==> config.mk <==
export PLATFORM = sky130hd
export DESIGN_NAME = vga_timing_gen
export DESIGN_NICKNAME = d
export VERILOG_FILES = /design/src/rtl/vga_timing_pkg.sv /design/src/rtl/vga_axis_counter.sv /design/src/rtl/vga_timing_gen.sv
export SDC_FILE = /design/constraint.sdc
export NUM_CORES = 1
export LEC_CHECK = 0
export ABC_AREA = 1
export BUFFER_PORTS_ARGS = -buffer_cell sky130_fd_sc_hd__buf_2
export CAP_MARGIN = 20
export CORE_ASPECT_RATIO = 1.75
export CORE_UTILIZATION = 30
export DETAILED_ROUTE_END_ITERATION = 6
export GPL_TIMING_DRIVEN = 0
export PLACE_DENSITY = 0.5
export REMOVE_ABC_BUFFERS = 1
export SETUP_SLACK_MARGIN = 0.1
export SYNTH_ARGS = -nofsm -noshare
export SYNTH_HDL_FRONTEND = slang
export SYNTH_HIERARCHICAL = 1
export SYNTH_SLANG_ARGS = --single-unit
==> constraint.sdc <==
create_clock -name i_Clk -period 2.5 [get_ports i_Clk]
set_clock_uncertainty 0.1 [all_clocks]
set_input_delay 0.5 -clock i_Clk [delete_from_list [all_inputs] [get_ports i_Clk]]
set_output_delay 0.5 -clock i_Clk [all_outputs]
set_load 0.02 [all_outputs]
==> src/rtl/vga_timing_pkg.sv <==
// Shared definitions for the VGA raster timing generator: FSM encoding,
// default 640x480@60 timing and the counter width.
package vga_timing_pkg;

  typedef enum logic [1:0] {
    ST_IDLE      = 2'd0,
    ST_RUN       = 2'd1,
    ST_STOP_PEND = 2'd2
  } vga_state_e;

  localparam int VGA_CNT_W = 10;

  localparam int VGA_TOTAL_COLS    = 800;
  localparam int VGA_TOTAL_ROWS    = 525;
  localparam int VGA_ACTIVE_COLS   = 640;
  localparam int VGA_ACTIVE_ROWS   = 480;
  localparam int VGA_H_FRONT_PORCH = 16;
  localparam int VGA_H_SYNC_WIDTH  = 96;
  localparam int VGA_V_FRONT_PORCH = 10;
  localparam int VGA_V_SYNC_WIDTH  = 2;
  localparam bit VGA_SYNC_POL      = 1'b0;

  // True when value lies in the half-open window [start, start+width).
  function automatic logic in_window(input int value, input int start, input int width);
    return (value >= start) && (value < start + width);
  endfunction

endpackage

==> src/rtl/vga_axis_counter.sv <==
// Single raster axis: wrapping position counter plus look-ahead compares
// on the next count so the parent can register aligned flags.
module vga_axis_counter
  import vga_timing_pkg::*;
#(
  parameter int TOTAL      = 800,
  parameter int ACTIVE     = 640,
  parameter int SYNC_START = 656,
  parameter int SYNC_WIDTH = 96
) (
  input  logic                 clk,
  input  logic                 rst,
  input  logic                 clear,
  input  logic                 advance,
  output logic [VGA_CNT_W-1:0] count,
  output logic                 last,
  output logic                 nxt_zero,
  output logic                 nxt_active,
  output logic                 nxt_sync
);

  localparam logic [VGA_CNT_W-1:0] LAST_CNT = VGA_CNT_W'(TOTAL - 1);

  logic [VGA_CNT_W-1:0] cnt_q;
  logic [VGA_CNT_W-1:0] cnt_d;

  always_comb begin
    cnt_d = cnt_q;
    if (clear) begin
      cnt_d = '0;
    end else if (advance) begin
      cnt_d = (cnt_q == LAST_CNT) ? '0 : cnt_q + 1'b1;
    end
  end

  always_ff @(posedge clk or posedge rst) begin
    if (rst) begin
      cnt_q <= '0;
    end else begin
      cnt_q <= cnt_d;
    end
  end

  assign count      = cnt_q;
  assign last       = (cnt_q == LAST_CNT);
  assign nxt_zero   = (cnt_d == '0);
  assign nxt_active = (int'(cnt_d) < ACTIVE);
  assign nxt_sync   = in_window(int'(cnt_d), SYNC_START, SYNC_WIDTH);

endmodule

==> src/rtl/vga_timing_gen.sv <==
// VGA raster timing master: porch-inserted syncs, aligned counts and
// frame markers, with run/stop honoured only on frame boundaries.
module vga_timing_gen
  import vga_timing_pkg::*;
#(
  parameter int TOTAL_COLS    = VGA_TOTAL_COLS,
  parameter int TOTAL_ROWS    = VGA_TOTAL_ROWS,
  parameter int ACTIVE_COLS   = VGA_ACTIVE_COLS,
  parameter int ACTIVE_ROWS   = VGA_ACTIVE_ROWS,
  parameter int H_FRONT_PORCH = VGA_H_FRONT_PORCH,
  parameter int H_SYNC_WIDTH  = VGA_H_SYNC_WIDTH,
  parameter int V_FRONT_PORCH = VGA_V_FRONT_PORCH,
  parameter int V_SYNC_WIDTH  = VGA_V_SYNC_WIDTH,
  parameter bit SYNC_POL      = VGA_SYNC_POL
) (
  input  logic                 i_Clk,
  input  logic                 i_Reset,
  input  logic                 i_Enable,
  output logic                 o_HSync,
  output logic                 o_VSync,
  output logic                 o_Active,
  output logic [VGA_CNT_W-1:0] o_Col_Count,
  output logic [VGA_CNT_W-1:0] o_Row_Count,
  output logic                 o_Frame_Start,
  output logic [15:0]          o_Frame_Count,
  output logic                 o_Running
);

  if (ACTIVE_COLS + H_FRONT_PORCH + H_SYNC_WIDTH > TOTAL_COLS) begin : g_bad_h
    $fatal(1, "vga_timing_gen: horizontal timing exceeds TOTAL_COLS");
  end
  if (ACTIVE_ROWS + V_FRONT_PORCH + V_SYNC_WIDTH > TOTAL_ROWS) begin : g_bad_v
    $fatal(1, "vga_timing_gen: vertical timing exceeds TOTAL_ROWS");
  end
  if (TOTAL_COLS > 1024 || TOTAL_ROWS > 1024) begin : g_bad_size
    $fatal(1, "vga_timing_gen: raster larger than 1024 in an axis");
  end

  vga_state_e  state_q, state_d;
  logic        hsync_q, hsync_d;
  logic        vsync_q, vsync_d;
  logic        active_q, active_d;
  logic        fstart_q, fstart_d;
  logic        running_q, running_d;
  logic [15:0] frame_cnt_q, frame_cnt_d;

  logic advance;
  logic clear;
  logic frame_done;
  logic last_pix;

  logic                 col_last, col_nxt_zero, col_nxt_active, col_nxt_sync;
  logic                 row_last, row_nxt_zero, row_nxt_active, row_nxt_sync;
  logic [VGA_CNT_W-1:0] col_count, row_count;

  vga_axis_counter #(
    .TOTAL      (TOTAL_COLS),
    .ACTIVE     (ACTIVE_COLS),
    .SYNC_START (ACTIVE_COLS + H_FRONT_PORCH),
    .SYNC_WIDTH (H_SYNC_WIDTH)
  ) u_col (
    .clk        (i_Clk),
    .rst        (i_Reset),
    .clear      (clear),
    .advance    (advance),
    .count      (col_count),
    .last       (col_last),
    .nxt_zero   (col_nxt_zero),
    .nxt_active (col_nxt_active),
    .nxt_sync   (col_nxt_sync)
  );

  vga_axis_counter #(
    .TOTAL      (TOTAL_ROWS),
    .ACTIVE     (ACTIVE_ROWS),
    .SYNC_START (ACTIVE_ROWS + V_FRONT_PORCH),
    .SYNC_WIDTH (V_SYNC_WIDTH)
  ) u_row (
    .clk        (i_Clk),
    .rst        (i_Reset),
    .clear      (clear),
    .advance    (advance & col_last),
    .count      (row_count),
    .last       (row_last),
    .nxt_zero   (row_nxt_zero),
    .nxt_active (row_nxt_active),
    .nxt_sync   (row_nxt_sync)
  );

  assign last_pix = col_last & row_last;

  // Enable has priority in STOP_PEND so a re-request on the final pixel
  // rolls straight into the next frame instead of dropping to IDLE.
  always_comb begin
    state_d = state_q;
    advance = 1'b0;
    clear   = 1'b0;
    unique case (state_q)
      ST_IDLE: begin
        clear = 1'b1;
        if (i_Enable) begin
          state_d = ST_RUN;
        end
      end
      ST_RUN: begin
        advance = 1'b1;
        if (!i_Enable) begin
          state_d = ST_STOP_PEND;
        end
      end
      ST_STOP_PEND: begin
        if (i_Enable) begin
          state_d = ST_RUN;
          advance = 1'b1;
        end else if (last_pix) begin
          state_d = ST_IDLE;
          clear   = 1'b1;
        end else begin
          advance = 1'b1;
        end
      end
      default: begin
        state_d = ST_IDLE;
        clear   = 1'b1;
      end
    endcase
  end

  // Output flags are formed from the next counts so they land in the same
  // cycle as the pixel coordinates they describe.
  always_comb begin
    frame_done  = (state_q != ST_IDLE) && last_pix;
    running_d   = (state_d != ST_IDLE);
    hsync_d     = (running_d && col_nxt_sync) ? SYNC_POL : ~SYNC_POL;
    vsync_d     = (running_d && row_nxt_sync) ? SYNC_POL : ~SYNC_POL;
    active_d    = running_d && col_nxt_active && row_nxt_active;
    fstart_d    = running_d && col_nxt_zero && row_nxt_zero;
    frame_cnt_d = frame_cnt_q + {15'd0, frame_done};
  end

  always_ff @(posedge i_Clk or posedge i_Reset) begin
    if (i_Reset) begin
      state_q     <= ST_IDLE;
      hsync_q     <= ~SYNC_POL;
      vsync_q     <= ~SYNC_POL;
      active_q    <= 1'b0;
      fstart_q    <= 1'b0;
      running_q   <= 1'b0;
      frame_cnt_q <= '0;
    end else begin
      state_q     <= state_d;
      hsync_q     <= hsync_d;
      vsync_q     <= vsync_d;
      active_q    <= active_d;
      fstart_q    <= fstart_d;
      running_q   <= running_d;
      frame_cnt_q <= frame_cnt_d;
    end
  end

  assign o_HSync       = hsync_q;
  assign o_VSync       = vsync_q;
  assign o_Active      = active_q;
  assign o_Col_Count   = col_count;
  assign o_Row_Count   = row_count;
  assign o_Frame_Start = fstart_q;
  assign o_Frame_Count = frame_cnt_q;
  assign o_Running     = running_q;

endmodule

==> results.toml, run 1 <==
[detailed_routing]
wl_per_cell_um = 12.9
viasPerCell = 4.50
drt_wl_total_um = 7060
vias = 2468
first_pass_iters = 4
postRouteAntennaNets = 0
drc = 0
first_iter_violations = 88

[placed_design]
dp_hpwl_um = 5120
io_buffers = 43
gp_congestion = 0.814

[clocking]
cts.clk_slew.worst_paths_ns = 0.07
cts_buffers = 5
cts.sinks = 43
htreeDepth = 2
clk_path_buf_depth = 2
cts_tree = "yes"
ctsHoldBuffers = 0
cts_root_buf = "clkbuf_16"
clk_latency_ns = 0.29

[sta]
slew_headroom = 0.419
slew_viol_final = 0
period_minus_slack_ns = 2.68
hold_slack_ns = 0.109
hold_viol = 0
worst_pin_slew_ns = 0.871
rsz0062_at_grt = "yes"
fmax_mhz = 373
min_period_over_period = 1.07
layout_setup_ws_ns = -0.180
finalSetupViolations = 4

[critical_path]
r2r_slack_ns = -0.18
cp-end-kind = "register"
cp_slowest_stage_delay_ns = 0.42
path_cells = "nor2_2 -> nand2_2 -> nor4_4 -> buf_4 -> inv_2 -> nor2_4 -> buf_6 -> nand3_2 -> nor2_1 -> nand3_1 -> nand2_2 -> nor2_2 -> nor2_1 -> nand3_1 -> nor2_2 -> nand2_1 -> a21oi_2"
reg2reg_from = "u_col/count[7]"
critPathRequiredTime_ns = 2.62
cp_common_cell = "nor2_2"
worstSetupPathType = "register to register"
arrival_ns = 2.80
path_buf_inv = 3
r2r_cells = 17
crit_family = "simple AND/OR/NAND/NOR gates"
cp_max_fo = 6
r2r_end = "o_Frame_Start"
crit_path_start_kind = "register"
slowest_stage = "dfrtp_2"

[floorplanning]
initial_core_util = 0.310
ios = 44
die-area_sq_mm = 0.00936
std_cell_rows = 45
coreArea_sq_mm = 0.00867
die_x_um = 73.6
die_h_um = 127

[cells_and_area]
nFillCells = 901
area_growth_pct = 39.3
mostFrequentLayoutCells = "65 x nand2_1, 56 x inv_1, 43 x buf_2"
regArea_sq_mm = 0.00108
multi_input_area_sq_mm = 0.00157
drive_gt1_frac = 0.408
layout.cells.most_common = "nand2_1"
antenna_cells = 0
nNetsFinal = 442

[synth]
avgSynthCellArea_sq_um = 7.66
synth_cell_types = 33
synth_cells = 351
synth_seq_area_share = 0.401
synth_edf_count = 0
netlist_area_sq_mm = 0.00269
ys_ff_latch = 43
ys.warnings.count = 6
synthDominantCellAreaShare = 0.382
yosys-top-cells-area = "dfrtp_1 38%, nand2_1 10%, inv_1 8.4%"
async_flop_share = 1.00
yosys.area.top_type = "dfrtp_1"
synthFlopType = "dfrtp_1"

[pwr]
peakVddDrop_uv = 316
internal_power_mw = 1.60
fin_total_pwr_mw = 2.48
switchingPower_mw = 0.884
clockPowerShare = 0.345
powerDensity_mw_per_mm2 = 663
leakage_nw = 2.03
comb_power_share = 0.343
seq_power_share = 0.312
switching_share = 0.356

[run_status]
violations = "setup timing"
status = "finished with violations"

[grt]
grtUsageTotal = 0.161
first_global_vias = 2452
grt_max_degree = 24
antenna_found_initial = 0
grt_pass1_wl_um = 11500
grt-ovfl-total = 0

[run]
drv_cap = 0

[min_path]
hp-class = "input pin to async pin"
power by group through the flow:
stage               clock network, mW  registers, mW  logic, mW
floorplan                           0          0.824      0.444
global placement                    0          0.791      0.640
detailed placement                  0          0.792      0.645
CTS                             0.883          0.774      0.808
global route                    0.908          0.783      0.945
finish                          0.856          0.776      0.852
sequential cells by signal, summed over array words and instances (netlist names):
name           cells
o_Frame_Start      1
o_HSync            1
state_q            2
u_row/count       10
o_Active           1
o_Running          1
u_col/count       10
o_Frame_Count     16
o_VSync            1
through the flow:
stage / util / cell area [sq um] / setup slack [ns] / TNS, ns / instances
after floorplan: - / 2670 / -0.348 / -1.35 / 348
after global placement: 0.349 / 3030 / -1.13 / -17.69 / 508
after detailed placement: 0.349 / 3030 / -1.16 / -18.55 / 508
after CTS: 0.411 / 3560 / -0.211 / -0.366 / 540
after global routing: 0.432 / 3740 / -0.388 / -1.47 / 548
final: 0.432 / 3740 / -0.180 / -0.435 / 548
synth_stat cells (all sizes together) (2+ instances only):
cell / count
nand2: 85
inv: 66
buf: 3
dfstp: 2
xnor2: 3
dfrtp: 41
clkinv: 2
nand3: 39
nand4: 5
a21oi: 3
nor2: 59
nor3: 8
xor2: 12
o21ai: 8
ha: 9
layer usage:
metal | vias up | part of all wire | global-route usage
met2 | 57 | 0.57 | 0.309
li1 | 1236 | - | -
met3 | 13 | 0.026 | 0.0244
met1 | 1162 | 0.37 | 0.163
met5 | - | 0 | 0
met4 | 0 | 0.031 | 0.0758
cells by family (layout without fill, tap and decap cells):
kind of cell / Yosys count / in the layout / synth area share
adders and majority gates: 9 / 9 / 0.0419
xor gates and xnor gates: 15 / 15 / 0.0517
and+or+nand+nor: 199 / 199 / 0.374
AOI/OAI and AO/OA: 14 / 14 / 0.0289
buffers and inverters: 71 / 151 / 0.102
DFF: 43 / 43 / 0.401
timing repair:
action / in CTS / in global routing
pin swaps: 22 / 27
setup endpoints to repair: 37 / 20
gates resized for setup: 48 / 31
setup buffers: 26 / 8
area by class of cell:
class | count | share of cell area
Clock inverter | 3 | 0.0180
Clock buffer | 5 | 0.0334
Sequential cell | 43 | 0.289
Inverter | 68 | 0.0712
Tap cell | 117 | 0.0391
Timing Repair Buffer | 75 | 0.130
Multi-Input combinational cell | 237 | 0.420
how the worst max path moves through the flow:
stage | startpoint | to | slack (ns) | depth (start not counted)
finish | u_col/count[7] | o_Frame_Start | -0.18 | 17
global route | u_col/count[7] | o_Frame_Start | -0.39 | 17
CTS | u_col/count[5] | o_Frame_Start | -0.21 | 16
detailed placement | u_col/count[0] | o_Frame_Start | -1.16 | 15
global placement | u_col/count[0] | o_Frame_Start | -1.13 | 15
floorplan | u_col/count[0] | o_Frame_Start | -0.35 | 19
Note: power is estimated with default switching activity, not from simulation.
==> inputs of run 2 (changes only) <==
--- a/config.mk
+++ b/config.mk
@@ -10,6 +10,7 @@
 export CAP_MARGIN = 20
 export CORE_ASPECT_RATIO = 1.75
 export CORE_UTILIZATION = 30
+export CTS_BUF_LIST = sky130_fd_sc_hd__clkbuf_4 sky130_fd_sc_hd__clkbuf_8
 export DETAILED_ROUTE_END_ITERATION = 6
 export GPL_TIMING_DRIVEN = 0
 export PLACE_DENSITY = 0.5
==> results.toml, run 2 (synthesized netlist as in run 1, its figures left out) <==
[pwr]
leakage_nw = 2.02
peakVddDrop_uv = 356
powerDensity_mw_per_mm2 = 617
fin_total_pwr_mw = 2.28

[clocking]
htreeDepth = 2
clk_path_buf_depth = 2
clk_latency_ns = 0.31
cts_buffers = 5
cts_root_buf = "clkbuf_8"
cts_tree = "yes"
cts.clk_slew.worst_paths_ns = 0.10
cts.sinks = 43

[grt]
first_global_vias = 2465
grt_pass1_wl_um = 11400
grt_max_degree = 24
grt-ovfl-total = 0
antenna_found_initial = 0
grtUsageTotal = 0.160

[cells_and_area]
mostFrequentLayoutCells = "65 x nand2_1, 56 x inv_1, 43 x buf_2"
area_growth_pct = 37.8
largest_reg_flops = 16
layout.cells.most_common = "nand2_1"
multi_input_area_sq_mm = 0.00158
regArea_sq_mm = 0.00108
antenna_cells = 0
nFillCells = 906
drive_gt1_frac = 0.407
nNetsFinal = 443
design_area_sq_mm = 0.00370

[run]
drv_cap = 0

[detailed_routing]
vias = 2477
first_iter_violations = 82
drt_wl_total_um = 7100
postRouteAntennaNets = 0
drc = 0
viasPerCell = 4.51
first_pass_iters = 4
wl_per_cell_um = 12.9

[critical_path]
cp_max_fo = 6
r2r_slack_ns = -0.19
reg2reg_from = "u_col/count[1]"
crit_path_start_kind = "register"
worstSetupPathType = "register to register"
cp-end-kind = "register"
arrival_ns = 2.83
r2r_cells = 17
r2r_end = "o_Frame_Start"
critPathRequiredTime_ns = 2.63

[sta]
period_minus_slack_ns = 2.69
hold_viol = 0
fmax_mhz = 371
hold_slack_ns = 0.0866
slew_headroom = 0.414
finalSetupViolations = 4
layout_setup_ws_ns = -0.193
rsz0062_at_grt = "yes"
slew_viol_final = 0
worst_pin_slew_ns = 0.878
min_period_over_period = 1.08

[placed_design]
gp_congestion = 0.814
place_area_sq_mm = 0.00303
dp_hpwl_um = 5120
io_buffers = 43

[floorplanning]
std_cell_rows = 45
die_x_um = 73.6
die_h_um = 127
initial_core_util = 0.310
die-area_sq_mm = 0.00936
coreArea_sq_mm = 0.00867
ios = 44

[min_path]
hp-class = "input pin to async pin"

[run_status]
violations = "setup timing"
status = "finished with violations"
run 2: per-layer routing:
metal  vias up  track usage  share of wire
met2        61        0.307           0.57
met1      1167        0.161           0.36
met4         0       0.0747          0.036
met3        17       0.0244          0.032
met5         -            0              0
li1       1232            -              -
run 2: per-stage QoR:
stage | setup slack, ns | util | std cells | TNS, ns
3_5_place_dp | -1.16 | 0.349 | 508 | -18.55
5_1_grt | -0.354 | 0.427 | 549 | -1.26
4_1_cts | -0.217 | 0.404 | 540 | -0.376
3_3_place_gp | -1.13 | 0.349 | 508 | -17.69
2_1_floorplan | -0.348 | - | 348 | -1.35
6_report | -0.193 | 0.427 | 549 | -0.539
run 2: area by class of cell:
cell class	instances	share of cell area
clock inverter	3	0.0182
inverter	68	0.0720
clock buffer	5	0.0186
timing repair buffer	76	0.132
tap	117	0.0395
multi-input combinational	237	0.427
sequential	43	0.292
run 2: worst max path at each step:
stage                   startpoint             to  slack [ns]  cells after the start
CTS                 u_col/count[5]  o_Frame_Start       -0.22                     16
global placement    u_col/count[0]  o_Frame_Start       -1.13                     15
floorplan           u_col/count[0]  o_Frame_Start       -0.35                     19
detailed placement  u_col/count[0]  o_Frame_Start       -1.16                     15
finish              u_col/count[1]  o_Frame_Start       -0.19                     17
global route        u_col/count[1]  o_Frame_Start       -0.35                     17
run 2: what timing repair did:
action,in CTS,in global routing
gates cloned,0,0
hold buffers,0,0
setup buffers,26,9
setup endpoints to repair,37,20
pin swaps,22,27
gates resized for setup,47,32
run 2: critical path, cell delays in order, from the launching register on:
cell	delay, ns
dfrtp_1	0.40
ha_4	0.17
nand2_4	0.06
nor4_4	0.38
buf_4	0.19
inv_2	0.04
nor2_4	0.23
buf_6	0.17
nand3_2	0.07
nor2_1	0.12
nand3_1	0.09
nand2_2	0.09
nor2_2	0.04
nor2_1	0.11
nand3_1	0.10
nor2_2	0.11
nand2_1	0.08
a21oi_2	0.10
run 2: where the power goes:
| part | switching, mW | internal, mW | total [mW] |
|---|---|---|---|
| sequential | 0.0312 | 0.744 | 0.775 |
| combinational | 0.567 | 0.283 | 0.850 |
| clock | 0.261 | 0.399 | 0.659 |
==> inputs of run 3 (changes only) <==
--- a/config.mk
+++ b/config.mk
@@ -5,7 +5,6 @@
 export SDC_FILE = /design/constraint.sdc
 export NUM_CORES = 1
 export LEC_CHECK = 0
-export ABC_AREA = 1
 export BUFFER_PORTS_ARGS = -buffer_cell sky130_fd_sc_hd__buf_2
 export CAP_MARGIN = 20
 export CORE_ASPECT_RATIO = 1.75
@@ -13,7 +12,7 @@
 export CTS_BUF_LIST = sky130_fd_sc_hd__clkbuf_4 sky130_fd_sc_hd__clkbuf_8
 export DETAILED_ROUTE_END_ITERATION = 6
 export GPL_TIMING_DRIVEN = 0
-export PLACE_DENSITY = 0.5
+export PLACE_DENSITY = 0.49
 export REMOVE_ABC_BUFFERS = 1
 export SETUP_SLACK_MARGIN = 0.1
 export SYNTH_ARGS = -nofsm -noshare
==> results.toml, run 3 <==
[run_status]
status = "finished with violations"
violations = "setup timing"

[synth]
synth_cells = 283
synthTopCellsByCount = "41 x dfrtp_1, 37 x nor2_1, 24 x nand2_1, 16 x xnor2_1, 14 x xor2_1"
ys.warnings.count = 6
ys_ff_latch = 43
synth_most_common_cell = "dfrtp_1"
synth_cell_types = 59
synthDominantCellAreaShare = 0.376
avgSynthCellArea_sq_um = 9.63
yosys-top-cells-area = "dfrtp_1 38%, xnor2_1 5.1%, nor2_1 5.1%"
synth_seq_area_share = 0.396
async_flop_share = 1.00
synthFlopType = "dfrtp_1"
yosys.area.top_type = "dfrtp_1"
synth_edf_count = 0
netlist_area_sq_mm = 0.00273

[floorplanning]
die-area_sq_mm = 0.00949
std_cell_rows = 45
ios = 44
coreArea_sq_mm = 0.00873
initial_core_util = 0.312
die_x_um = 74.1
die_h_um = 128

[placed_design]
gp_congestion = 0.807
io_buffers = 43
dp_slack_ns = -1.67
dp_hpwl_um = 4680
place_area_sq_mm = 0.00296

[clocking]
clk_latency_ns = 0.31
cts.clk_slew.worst_paths_ns = 0.10
cts_root_buf = "clkbuf_8"
ctsHoldBuffers = 0
clk_path_buf_depth = 2
cts_tree = "yes"
cts_buffers = 5
htreeDepth = 2
cts.sinks = 43

[sta]
hold_slack_ns = 0.0907
min_period_over_period = 1.23
worst_pin_slew_ns = 0.877
finalSetupViolations = 22
fmax_mhz = 326
slew_headroom = 0.415
tns_ns = -3.50
hold_viol = 0
slew_viol_final = 0
period_minus_slack_ns = 3.06
layout_setup_ws_ns = -0.564
rsz0062_at_grt = "yes"

[critical_path]
cp-end-kind = "register"
cp_max_fo = 6
path_buf_inv = 1
r2r_cells = 13
worstSetupPathType = "register to register"
r2r_slack_ns = -0.56
crit_path_start_kind = "register"
path_cells = "or3_4 -> nor4_4 -> nand3b_1 -> and2_4 -> o21a_4 -> and2_4 -> buf_12 -> and3_4 -> o211ai_1 -> a211oi_2 -> o221ai_2 -> o21bai_2 -> and4b_1"
cp_slowest_stage_delay_ns = 0.46
slowest_stage = "dfrtp_2"
arrival_ns = 3.17
r2r_end = "o_Frame_Start"
reg2reg_from = "u_row/count[8]"
critPathRequiredTime_ns = 2.60
crit_family = "simple AND/OR/NAND/NOR gates"
cp_common_cell = "and2_4"

[pwr]
comb_power_share = 0.460
peakVddDrop_uv = 491
switching_share = 0.383
seq_power_share = 0.337
clockPowerShare = 0.204
powerDensity_mw_per_mm2 = 597
internal_power_mw = 1.44
fin_total_pwr_mw = 2.33
leakage_nw = 1.78
switchingPower_mw = 0.895

[min_path]
hp-class = "input pin to async pin"

[cells_and_area]
design_area_sq_mm = 0.00391
antenna_cells = 0
mostFrequentLayoutCells = "43 x buf_2, 30 x dfrtp_1, 29 x nor2_1"
layout.cells.most_common = "buf_2"
largest_reg_flops = 16
area_growth_pct = 43.5
drive_gt1_frac = 0.508
nNetsFinal = 371

[grt]
grt_pass1_wl_um = 11900
grtUsageTotal = 0.164
grt-ovfl-total = 0
first_global_vias = 2488
grt_max_degree = 24
antenna_found_initial = 0

[detailed_routing]
first_pass_iters = 4
viasPerCell = 5.06
postRouteAntennaNets = 0
drc = 0
drt_wl_total_um = 7570
first_iter_violations = 103
wl_per_cell_um = 15.9
vias = 2415

[run]
drv_cap = 0
run 3: worst max path at each step:
stage | start | endpoint | slack (ns) | cells after the start
floorplan | u_col/count[0] | o_VSync | -1.02 | 13
global placement | u_col/count[0] | o_VSync | -1.70 | 13
detailed placement | u_col/count[0] | o_VSync | -1.67 | 13
CTS | u_row/count[0] | o_VSync | -0.47 | 14
global route | u_row/count[8] | o_Frame_Start | -0.64 | 13
finish | u_row/count[8] | o_Frame_Start | -0.56 | 13
run 3: per-layer routing:
metal | wire, um | share of wire | vias up | track usage
li1 | - | - | 1144 | -
met1 | 2930 | 0.39 | 1199 | 0.174
met2 | 4160 | 0.55 | 60 | 0.298
met3 | 268 | 0.035 | 12 | 0.0283
met4 | 214 | 0.028 | 0 | 0.0814
met5 | 0 | 0 | - | 0
run 3: logic make-up (layout without fill, tap and decap cells):
family | count (synthesis) | after routing | synth area share
muxes | 7 | 7 | 0.0285
DFF | 43 | 43 | 0.396
AOI/OAI and AO/OA | 35 | 35 | 0.0900
and+or+nand+nor | 133 | 133 | 0.287
adders and majority gates | 9 | 9 | 0.0413
xor gates and xnor gates | 30 | 30 | 0.0964
buffers and inverters | 26 | 103 | 0.0610
run 3: final cells by class:
type	instances	area [sq um]
fillers	853	4820
multi-input cells	214	1920
flip-flops and latches	43	1090
repair buffers	85	627
well taps	117	146
clock buffers	5	68.8
inverters	10	37.5
clock inverters	3	23.8
run 3: metrics by stage:
step / std cells / utilization
floorplan: 267 / -
global placement: 427 / 0.339
detailed placement: 427 / 0.339
CTS: 474 / 0.416
global route: 477 / 0.448
finish: 477 / 0.448
run 3: power by group through the flow:
stage	combinational, mW	clock, mW	sequential (mW)
floorplan	0.411	0	0.840
global placement	0.631	0	0.808
detailed placement	0.631	0	0.807
CTS	0.920	0.490	0.786
global route	1.15	0.520	0.793
finish	1.07	0.475	0.786
run 3: timing repair:
item | 4_1_cts | 5_1_grt
pin swaps | 33 | 32
setup endpoints to repair | 36 | 39
buffers inserted | 39 | 9
resized for setup | 68 | 52
